<file path="src/rtl/spi_sender_path_if.sv">
// Host-side and SPI-side signals of the SPI transmit path.
// The master modport is the host/bench side; the slave modport is the sender itself.
interface spi_sender_path_if #(
    parameter int DATA_W = 8
);
    logic              SENDER_WRITE;
    logic [DATA_W-1:0] DATA_IN;
    logic              MOSI;
    logic              SPI_SCK;
    logic              CS_N;
    logic              SENDER_FULL_STATE;
    logic              SENDER_EMPTY_STATE;
    logic              SENDER_BUFFER_FULL_STATE;
    logic              SENDER_BUFFER_SH_LD;
    logic              SENDER_WRITE_REJECT;

    modport master (
        output SENDER_WRITE, DATA_IN,
        input  MOSI, SPI_SCK, CS_N, SENDER_FULL_STATE, SENDER_EMPTY_STATE,
               SENDER_BUFFER_FULL_STATE, SENDER_BUFFER_SH_LD, SENDER_WRITE_REJECT
    );

    modport slave (
        input  SENDER_WRITE, DATA_IN,
        output MOSI, SPI_SCK, CS_N, SENDER_FULL_STATE, SENDER_EMPTY_STATE,
               SENDER_BUFFER_FULL_STATE, SENDER_BUFFER_SH_LD, SENDER_WRITE_REJECT
    );
endinterface

</file>
<file path="src/rtl/spi_sender_path.sv">
// SPI master transmit path (mode 0): host FIFO feeding an MSB-first shift buffer,
// with back-to-back frames under a single chip-select assertion.
module spi_sender_path #(
    parameter int DATA_W  = 8,
    parameter int DEPTH   = 4,
    parameter int CLK_DIV = 2
) (
    input  logic              S_CLK,
    input  logic              CLR,
    spi_sender_path_if.slave  bus
);
    localparam int PTR_W = $clog2(DEPTH);
    localparam int CNT_W = PTR_W + 1;
    localparam int DIV_W = (CLK_DIV > 1) ? $clog2(CLK_DIV) : 1;
    localparam int BIT_W = $clog2(DATA_W);

    typedef enum logic [1:0] {IDLE, LOAD, SHIFT} state_t;

    state_t            state_q, state_d;
    logic [DATA_W-1:0] mem_q [DEPTH];
    logic [PTR_W-1:0]  wr_ptr_q, wr_ptr_d, rd_ptr_q, rd_ptr_d;
    logic [CNT_W-1:0]  count_q, count_d;
    logic              empty_q, full_q, reject_q;
    logic [DATA_W-1:0] shreg_q, shreg_d;
    logic [BIT_W-1:0]  bitcnt_q, bitcnt_d;
    logic [DIV_W-1:0]  div_q, div_d;
    logic              sck_q, sck_d;
    logic              buf_full_q, buf_full_d;
    logic              push, pop;

    // FIFO bookkeeping; flags are registered from the next count so they line up with it
    always_comb begin
        push     = bus.SENDER_WRITE && !full_q;
        pop      = (state_q == LOAD) && !empty_q;
        wr_ptr_d = push ? wr_ptr_q + PTR_W'(1) : wr_ptr_q;
        rd_ptr_d = pop  ? rd_ptr_q + PTR_W'(1) : rd_ptr_q;
        case ({push, pop})
            2'b10:   count_d = count_q + CNT_W'(1);
            2'b01:   count_d = count_q - CNT_W'(1);
            default: count_d = count_q;
        endcase
    end

    always_comb begin
        state_d    = state_q;
        shreg_d    = shreg_q;
        bitcnt_d   = bitcnt_q;
        div_d      = div_q;
        sck_d      = sck_q;
        buf_full_d = buf_full_q;
        case (state_q)
            IDLE: begin
                sck_d = 1'b0;
                if (!empty_q) state_d = LOAD;
            end
            LOAD: begin
                shreg_d    = mem_q[rd_ptr_q];
                buf_full_d = 1'b1;
                bitcnt_d   = '0;
                div_d      = '0;
                sck_d      = 1'b0;
                state_d    = SHIFT;
            end
            SHIFT: begin
                if (div_q == DIV_W'(CLK_DIV - 1)) begin
                    div_d = '0;
                    sck_d = !sck_q;
                    // Falling edge: the receiver has sampled, present the next bit
                    if (sck_q) begin
                        shreg_d  = shreg_q << 1;
                        bitcnt_d = bitcnt_q + BIT_W'(1);
                        if (bitcnt_q == BIT_W'(DATA_W - 1)) begin
                            buf_full_d = 1'b0;
                            state_d    = empty_q ? IDLE : LOAD;
                        end
                    end
                end else begin
                    div_d = div_q + DIV_W'(1);
                end
            end
            default: state_d = IDLE;
        endcase
    end

    always_ff @(posedge S_CLK) begin
        if (CLR) begin
            state_q    <= IDLE;
            wr_ptr_q   <= '0;
            rd_ptr_q   <= '0;
            count_q    <= '0;
            empty_q    <= 1'b1;
            full_q     <= 1'b0;
            reject_q   <= 1'b0;
            bitcnt_q   <= '0;
            div_q      <= '0;
            sck_q      <= 1'b0;
            buf_full_q <= 1'b0;
        end else begin
            state_q    <= state_d;
            wr_ptr_q   <= wr_ptr_d;
            rd_ptr_q   <= rd_ptr_d;
            count_q    <= count_d;
            empty_q    <= (count_d == '0);
            full_q     <= (count_d == CNT_W'(DEPTH));
            reject_q   <= bus.SENDER_WRITE && full_q;
            bitcnt_q   <= bitcnt_d;
            div_q      <= div_d;
            sck_q      <= sck_d;
            buf_full_q <= buf_full_d;
        end
    end

    // Data storage carries no reset; MOSI is gated by state so stale bits never leak out
    always_ff @(posedge S_CLK) begin
        if (push) mem_q[wr_ptr_q] <= bus.DATA_IN;
        shreg_q <= shreg_d;
    end

    assign bus.MOSI                     = (state_q == SHIFT) && shreg_q[DATA_W-1];
    assign bus.SPI_SCK                  = sck_q;
    assign bus.CS_N                     = (state_q == IDLE);
    assign bus.SENDER_FULL_STATE        = full_q;
    assign bus.SENDER_EMPTY_STATE       = empty_q;
    assign bus.SENDER_BUFFER_FULL_STATE = buf_full_q;
    assign bus.SENDER_BUFFER_SH_LD      = (state_q != LOAD);
    assign bus.SENDER_WRITE_REJECT      = reject_q;
endmodule

</file>
<file path="src/flat_wrapper.sv">
// flat-port wrapper written by rule: the top's interface ports become plain ports
module spi_sender_path_flat 
#(
    parameter int DATA_W  = 8,
    parameter int DEPTH   = 4,
    parameter int CLK_DIV = 2
)
  (S_CLK, CLR, bus_SENDER_WRITE, bus_DATA_IN, bus_MOSI, bus_SPI_SCK, bus_CS_N, bus_SENDER_FULL_STATE, bus_SENDER_EMPTY_STATE, bus_SENDER_BUFFER_FULL_STATE, bus_SENDER_BUFFER_SH_LD, bus_SENDER_WRITE_REJECT);
  spi_sender_path_if #(.DATA_W(DATA_W)) bus_i ();
  input  logic S_CLK;
  input  logic CLR;
  input wire logic [$bits(bus_i.SENDER_WRITE)-1:0] bus_SENDER_WRITE;
  input wire logic [$bits(bus_i.DATA_IN)-1:0] bus_DATA_IN;
  output wire logic [$bits(bus_i.MOSI)-1:0] bus_MOSI;
  output wire logic [$bits(bus_i.SPI_SCK)-1:0] bus_SPI_SCK;
  output wire logic [$bits(bus_i.CS_N)-1:0] bus_CS_N;
  output wire logic [$bits(bus_i.SENDER_FULL_STATE)-1:0] bus_SENDER_FULL_STATE;
  output wire logic [$bits(bus_i.SENDER_EMPTY_STATE)-1:0] bus_SENDER_EMPTY_STATE;
  output wire logic [$bits(bus_i.SENDER_BUFFER_FULL_STATE)-1:0] bus_SENDER_BUFFER_FULL_STATE;
  output wire logic [$bits(bus_i.SENDER_BUFFER_SH_LD)-1:0] bus_SENDER_BUFFER_SH_LD;
  output wire logic [$bits(bus_i.SENDER_WRITE_REJECT)-1:0] bus_SENDER_WRITE_REJECT;
  assign bus_i.SENDER_WRITE = bus_SENDER_WRITE;
  assign bus_i.DATA_IN = bus_DATA_IN;
  assign bus_MOSI = bus_i.MOSI;
  assign bus_SPI_SCK = bus_i.SPI_SCK;
  assign bus_CS_N = bus_i.CS_N;
  assign bus_SENDER_FULL_STATE = bus_i.SENDER_FULL_STATE;
  assign bus_SENDER_EMPTY_STATE = bus_i.SENDER_EMPTY_STATE;
  assign bus_SENDER_BUFFER_FULL_STATE = bus_i.SENDER_BUFFER_FULL_STATE;
  assign bus_SENDER_BUFFER_SH_LD = bus_i.SENDER_BUFFER_SH_LD;
  assign bus_SENDER_WRITE_REJECT = bus_i.SENDER_WRITE_REJECT;
  spi_sender_path #(.DATA_W(DATA_W), .DEPTH(DEPTH), .CLK_DIV(CLK_DIV)) u_core (.S_CLK(S_CLK), .CLR(CLR), .bus(bus_i));
endmodule
</file>
<file path="config.mk">
export PLATFORM = sky130hd
export DESIGN_NAME = spi_sender_path_flat
export DESIGN_NICKNAME = d
export VERILOG_FILES = /design/src/rtl/spi_sender_path_if.sv /design/src/rtl/spi_sender_path.sv /design/src/flat_wrapper.sv
export SDC_FILE = /design/constraint.sdc
export NUM_CORES = 1
export LEC_CHECK = 0
export CAP_MARGIN = 10
export CORE_UTILIZATION = 40
export CTS_CLUSTER_DIAMETER = 40
export DETAILED_ROUTE_END_ITERATION = 12
export SLEW_MARGIN = 20
export SYNTH_ARGS = -nofsm -noshare
export SYNTH_HDL_FRONTEND = slang
export SYNTH_SLANG_ARGS = --single-unit
</file>
<file path="constraint.sdc">
create_clock -name S_CLK -period 3.15 [get_ports S_CLK]
set_clock_uncertainty 0.05 [all_clocks]
set_input_delay 0.945 -clock S_CLK [delete_from_list [all_inputs] [get_ports S_CLK]]
set_output_delay 0.945 -clock S_CLK [all_outputs]
set_load 0.03 [all_outputs]
</file>
# Word-level counts from Yosys, hierarchy flattened
# Memory sizes are Yosys's and may differ from the RTL's. A register that Yosys moved wholly into a read port is not among the register bits.
# Cells that the tools add are included.
dict set report word_totals {
  elab_cells 71
  ram_bits 32
  inputBits 11
  n_memories 1
  ff_bits 26
}
dict set report classes {
  reduce_logical 16
  add_sub_neg 6
  muxes 25
  eq_ne 11
}
# memory words width read_ports rd_clocked_by_memory_dff write_ports line_no
set memory_table {}
lappend memory_table {u_core.mem_q 4 8 1 1 1 spi_sender_path.sv:20} ;# logic [DATA_W-1:0] mem_q [DEPTH];
# operator n
set ops {}
lappend ops {{2-to-1 mux 8 bit} 2}
lappend ops {{case mux 8 bit (2 select lines)} 1}
lappend ops {{2-to-1 mux 2 bit} 6}
lappend ops {{case mux 3 bit (2 select lines)} 2}
lappend ops {{2-to-1 mux 1 bit} 8}
lappend ops {{!= test 2 x 1 -> 1 bit, second input constant} 4}
lappend ops {{AND reduction 4 bit} 2}
lappend ops {{adder 3 x 1 -> 3 bit, second input constant} 2}
lappend ops {{== test 3 bit, second input constant} 2}
lappend ops {{2-to-1 mux 3 bit} 2}
lappend ops {{case mux 1 bit (2 select lines)} 3}
lappend ops {{case mux 2 bit (3 select lines)} 1}
lappend ops {{adder 2 x 1 -> 2 bit, second input constant} 2}
lappend ops {{== test 2 x 1 -> 1 bit, second input constant} 2}
lappend ops {{== test 2 bit, second input constant} 2}
lappend ops {{logical AND 1 bit} 4}
lappend ops {{nonzero test 2 bit} 2}
lappend ops {{logical NOT 1 bit} 3}
lappend ops {{logical NOT 3 bit} 1}
lappend ops {{AND reduction 3 bit} 1}
lappend ops {{subtractor 3 x 1 -> 3 bit, second input constant} 1}
lappend ops {{logical NOT 2 bit} 1}
lappend ops {{!= test 2 bit, second input constant} 1}
lappend ops {{AND reduction 2 bit} 1}
lappend ops {{2 further kinds} 2}

# Logic depth before layout (Yosys ltp)
dict set report depth {
  depth_word 5
  depth_mapped 8
}

# Worst setup path after synthesis
# OpenSTA, ideal clock, no wires.
dict set report synth_path {
  path_type {input-to-reg}
  start {input port bus_SENDER_WRITE}
  end {register u_core.empty_q, in the netlist u_core.bus.SENDER_EMPTY_STATE}
  path_stages 8
  required_time_ps 2978
  t_arrival_ps 2694
  path_buffers 1
  setup_slack_ps 284
  setup_ps 122
  cell_sequence {nor2b_1 clkbuf_1 inv_1 ha_1 fa_1 xnor2_1 or4_1 o311a_1}
}
dict set report synth_between {
  elab_chain_cells 4
  elab_cells_between_ends 5
}
# element line_no
set synth_rtl {}
lappend synth_rtl {{from (decl)} flat_wrapper.sv:12} ;# input wire logic [$bits(bus_i.SENDER_WRITE)-1:0] bus_SENDER_WRITE;
lappend synth_rtl {{logical AND 1 bit *} spi_sender_path.sv:33} ;# push = bus.SENDER_WRITE && !full_q;
lappend synth_rtl {{== test 2 x 1 -> 1 bit or == test 2 bit (tied branches)} spi_sender_path.sv:37} ;# case ({push, pop})
lappend synth_rtl {{case mux 3 bit (2 select lines) *} spi_sender_path.sv:37}
lappend synth_rtl {{logical NOT 3 bit *} spi_sender_path.sv:103} ;# empty_q <= (count_d == '0);
lappend synth_rtl {{to (signal assigned)} spi_sender_path.sv:103}
lappend synth_rtl {{to (decl)} spi_sender_path.sv:23} ;# logic empty_q, full_q, reject_q;
# Mark *: on every way between the ends. The rest lies on a longest branch, timed or not.
# A chain may end at the register's enable or synchronous reset.

# Worst setup path in the final report
# Ends and elaborated chain as after synthesis.

==> out/metrics.yaml <==
comb_power_share: 0.235
p_total_mw: 2.40
numCtsBuffers: 9
drt_iter0_markers: 51
clock_sinks: 60
grt_pass1_wl_mm: 6.99
max-cap-violations: 0
netlist_area_sq_um: 2540
gp_congestion: 0.689
ys_seq_elements: 60
status: "finished clean"
synth_nets: 198
antenna_found_initial: 0
crit_type: "input port to flop"
power.density_nw_per_um2: 790
rsz0062_at_grt: "no"
synthFlopType: "edfxtp_1"
chipWidth_um: 81.7
dr.pass1.iters: 4
fin_cells: 280
slew_violations: 0
yosysSeqAreaShare: 0.630
io_pins: 19
crit_chain: "clkdlybuf4s50_1 > nor2b_1 > inv_1 > ha_1 > fa_1 > xnor2_1 > or4_1 > o311a_1"
clockBufferDepth: 2
synthArstFlopShare: 0
cts_tree: "done"
diodes: 0
dieHeight_um: 81.7
postSynthAreaPerCell_sq_um: 14.7
leakagePower_nw: 1.09
start_util: 0.422
rows: 28
overflow: 0
critPathRequiredTime_ps: 3320
crit_path_end_kind: "flop"
max_stage_delay_ps: 470
core-area_sq_um: 6030
timing.final.crit_period_ps: 2890
clk_latency_ps: 340
startpoint_type: "input port"
dieArea_sq_um: 6680
relSlewSlack: 0.519
hpwl_mm: 2.91
crit_slowest_cell: "clkdlybuf4s50_1"
finalSetupViolCount: 0
wirelength_mm: 4.30
seq_power_share: 0.449
drcViolationCount: 0
clkPwrFrac: 0.316
final.fill_count: 526
clk_pin_slew_ps: 60
ir_worst_vdd_mv: 0.377
hold_viol: 0
placedCellCount: 264
wl_per_cell_um: 15.3
post-route-period-util: 0.917
num_vias: 1425
area_growth_pct: 19.4
detail-route-antenna-nets: 0
worstMarginPinSlew_ps: 719
holdBufCountCts: 0
io_buffers: 18
final_area_sq_um: 3040
ctsHtreeMaxLevel: 3
yosysWarnings: 0
switchingPower_mw: 0.692
layout-drive-gt1-share: 0.176
hold_path_class: "flop to flop"
max_freq_ghz: 0.346
placed_area_sq_um: 2820
routed_via_density: 5.09
grt_pass1_vias: 1453
netlist_instances: 173
cts-root-buf: "clkbuf_8"
path_max_fanout: 3
p_int_mw: 1.71
switching_share: 0.288
grt_max_degree: 22
cp.arrival_ps: 3060
nNetsFinal: 225
cts_resized: 0
synth-edff-count: 40
postCtsSetupBuffers: 0
grt.total_usage: 0.149
ys_types: 34
registers in the layout (all words and copies together), names as in the netlist, 2 cells and up, named ones only:
signal / flops
u_core.bitcnt_q: 3
u_core.count_q: 3
u_core.mem_q: 32
u_core.rd_ptr_q: 2
u_core.shreg_q: 8
u_core.state_q: 2
u_core.wr_ptr_q: 2
cell usage in the layout (no fill, tap or decap), types with 7 or more instances in the layout:
master | Yosys | layout
nor2_1 | 13 | 13
mux4_2 | 7 | 7
edfxtp_1 | 40 | 40
inv_1 | 7 | 7
dfxtp_1 | 20 | 20
clkbuf_8 | 0 | 9
clkdlybuf4s50_1 | 0 | 18
ha_1 | 13 | 13
mux2_2 | 7 | 7
cell type report:
cell class | count | area (sq um) | area share
clock inverter | 6 | 88.8 | 0.0292
timing repair buffer | 24 | 225 | 0.0741
inverter | 7 | 26.3 | 0.00865
tap | 75 | 93.8 | 0.0309
multi-input combinational | 98 | 875 | 0.288
clock buffer | 10 | 128 | 0.0420
sequential | 60 | 1600 | 0.527
worst max-delay path: cells and delay by family:
kind | cells | cell delay (ps)
fa+ha+maj | 2 | 670
simple gates | 2 | 630
buf+inv | 2 | 530
xor+xnor | 1 | 150
compound gates | 1 | 140
cell families (layout without fill, tap and decap cells):
logic type,after synthesis,in the layout,share of synthesized area
flops,60,60,0.630
xor+xnor,5,5,0.0172
compound gates,17,17,0.0408
fa+ha+maj,14,14,0.0718
simple gates,43,43,0.0949
buf+inv,15,47,0.0266
mux,19,19,0.119
metrics by stage:
step	utilization	hold slack (ps)	setup TNS (ps)	setup slack (ps)
2_1_floorplan	-	403	0	284
3_3_place_gp	0.468	403	-14.4	-14.4
3_5_place_dp	0.468	398	-151	-80.6
4_1_cts	0.504	416	0	268
5_1_grt	0.504	434	0	174
6_report	0.504	415	0	260
synthesized netlist by cell type, drive strengths merged, types with 2 or more instances:
| cell type | n | area, sq um |
|---|---|---|
| edfxtp | 40 | 1200 |
| mux2 | 7 | 78.8 |
| buf | 4 | 26.3 |
| nand4 | 3 | 18.8 |
| nor3b | 2 | 15.0 |
| dfxtp | 20 | 400 |
| inv | 7 | 26.3 |
| and2 | 5 | 31.3 |
| nand2b | 4 | 25.0 |
| nand3 | 2 | 10.0 |
| mux2i | 4 | 40.0 |
| xnor2 | 3 | 26.3 |
| mux4 | 8 | 184 |
| o21ai | 6 | 30.0 |
| a21oi | 6 | 30.0 |
| ha | 13 | 163 |
| clkbuf | 4 | 15.0 |
| nor2 | 13 | 48.8 |
| nor2b | 6 | 37.5 |
| nand2 | 3 | 11.3 |
| xor2 | 2 | 17.5 |
power groups by stage:
stage	logic [mW]	clock network (mW)	registers (mW)
detailed placement	0.567	0	1.10
global placement	0.539	0	1.09
floorplan	0.392	0	1.09
global route	0.610	0.810	1.10
finish	0.563	0.758	1.08
CTS	0.568	0.770	1.08
final timing paths:
path	to	depth (start not counted)	startpoint	slack (ps)
setup / recovery	u_core.bus.SENDER_EMPTY_STATE	8	bus_SENDER_WRITE	260
hold / removal	u_core.bus.SENDER_WRITE_REJECT	2	u_core.bus.SENDER_FULL_STATE	420
setup reg to reg	u_core.bus.SENDER_EMPTY_STATE	8	u_core.state_q[1]	650
hold reg to reg	u_core.bus.SENDER_WRITE_REJECT	2	u_core.bus.SENDER_FULL_STATE	420
per-layer routing:
| metal | vias up | part of all wire | GRT usage | routed length (um) |
|---|---|---|---|---|
| li1 | 686 | - | - | - |
| met4 | 0 | 0.026 | 0.100 | 112 |
| met1 | 707 | 0.45 | 0.178 | 1940 |
| met5 | - | 0 | 0 | 0 |
| met2 | 20 | 0.49 | 0.236 | 2120 |
| met3 | 12 | 0.028 | 0.0411 | 120 |
Power figures use the tool's default switching activity.
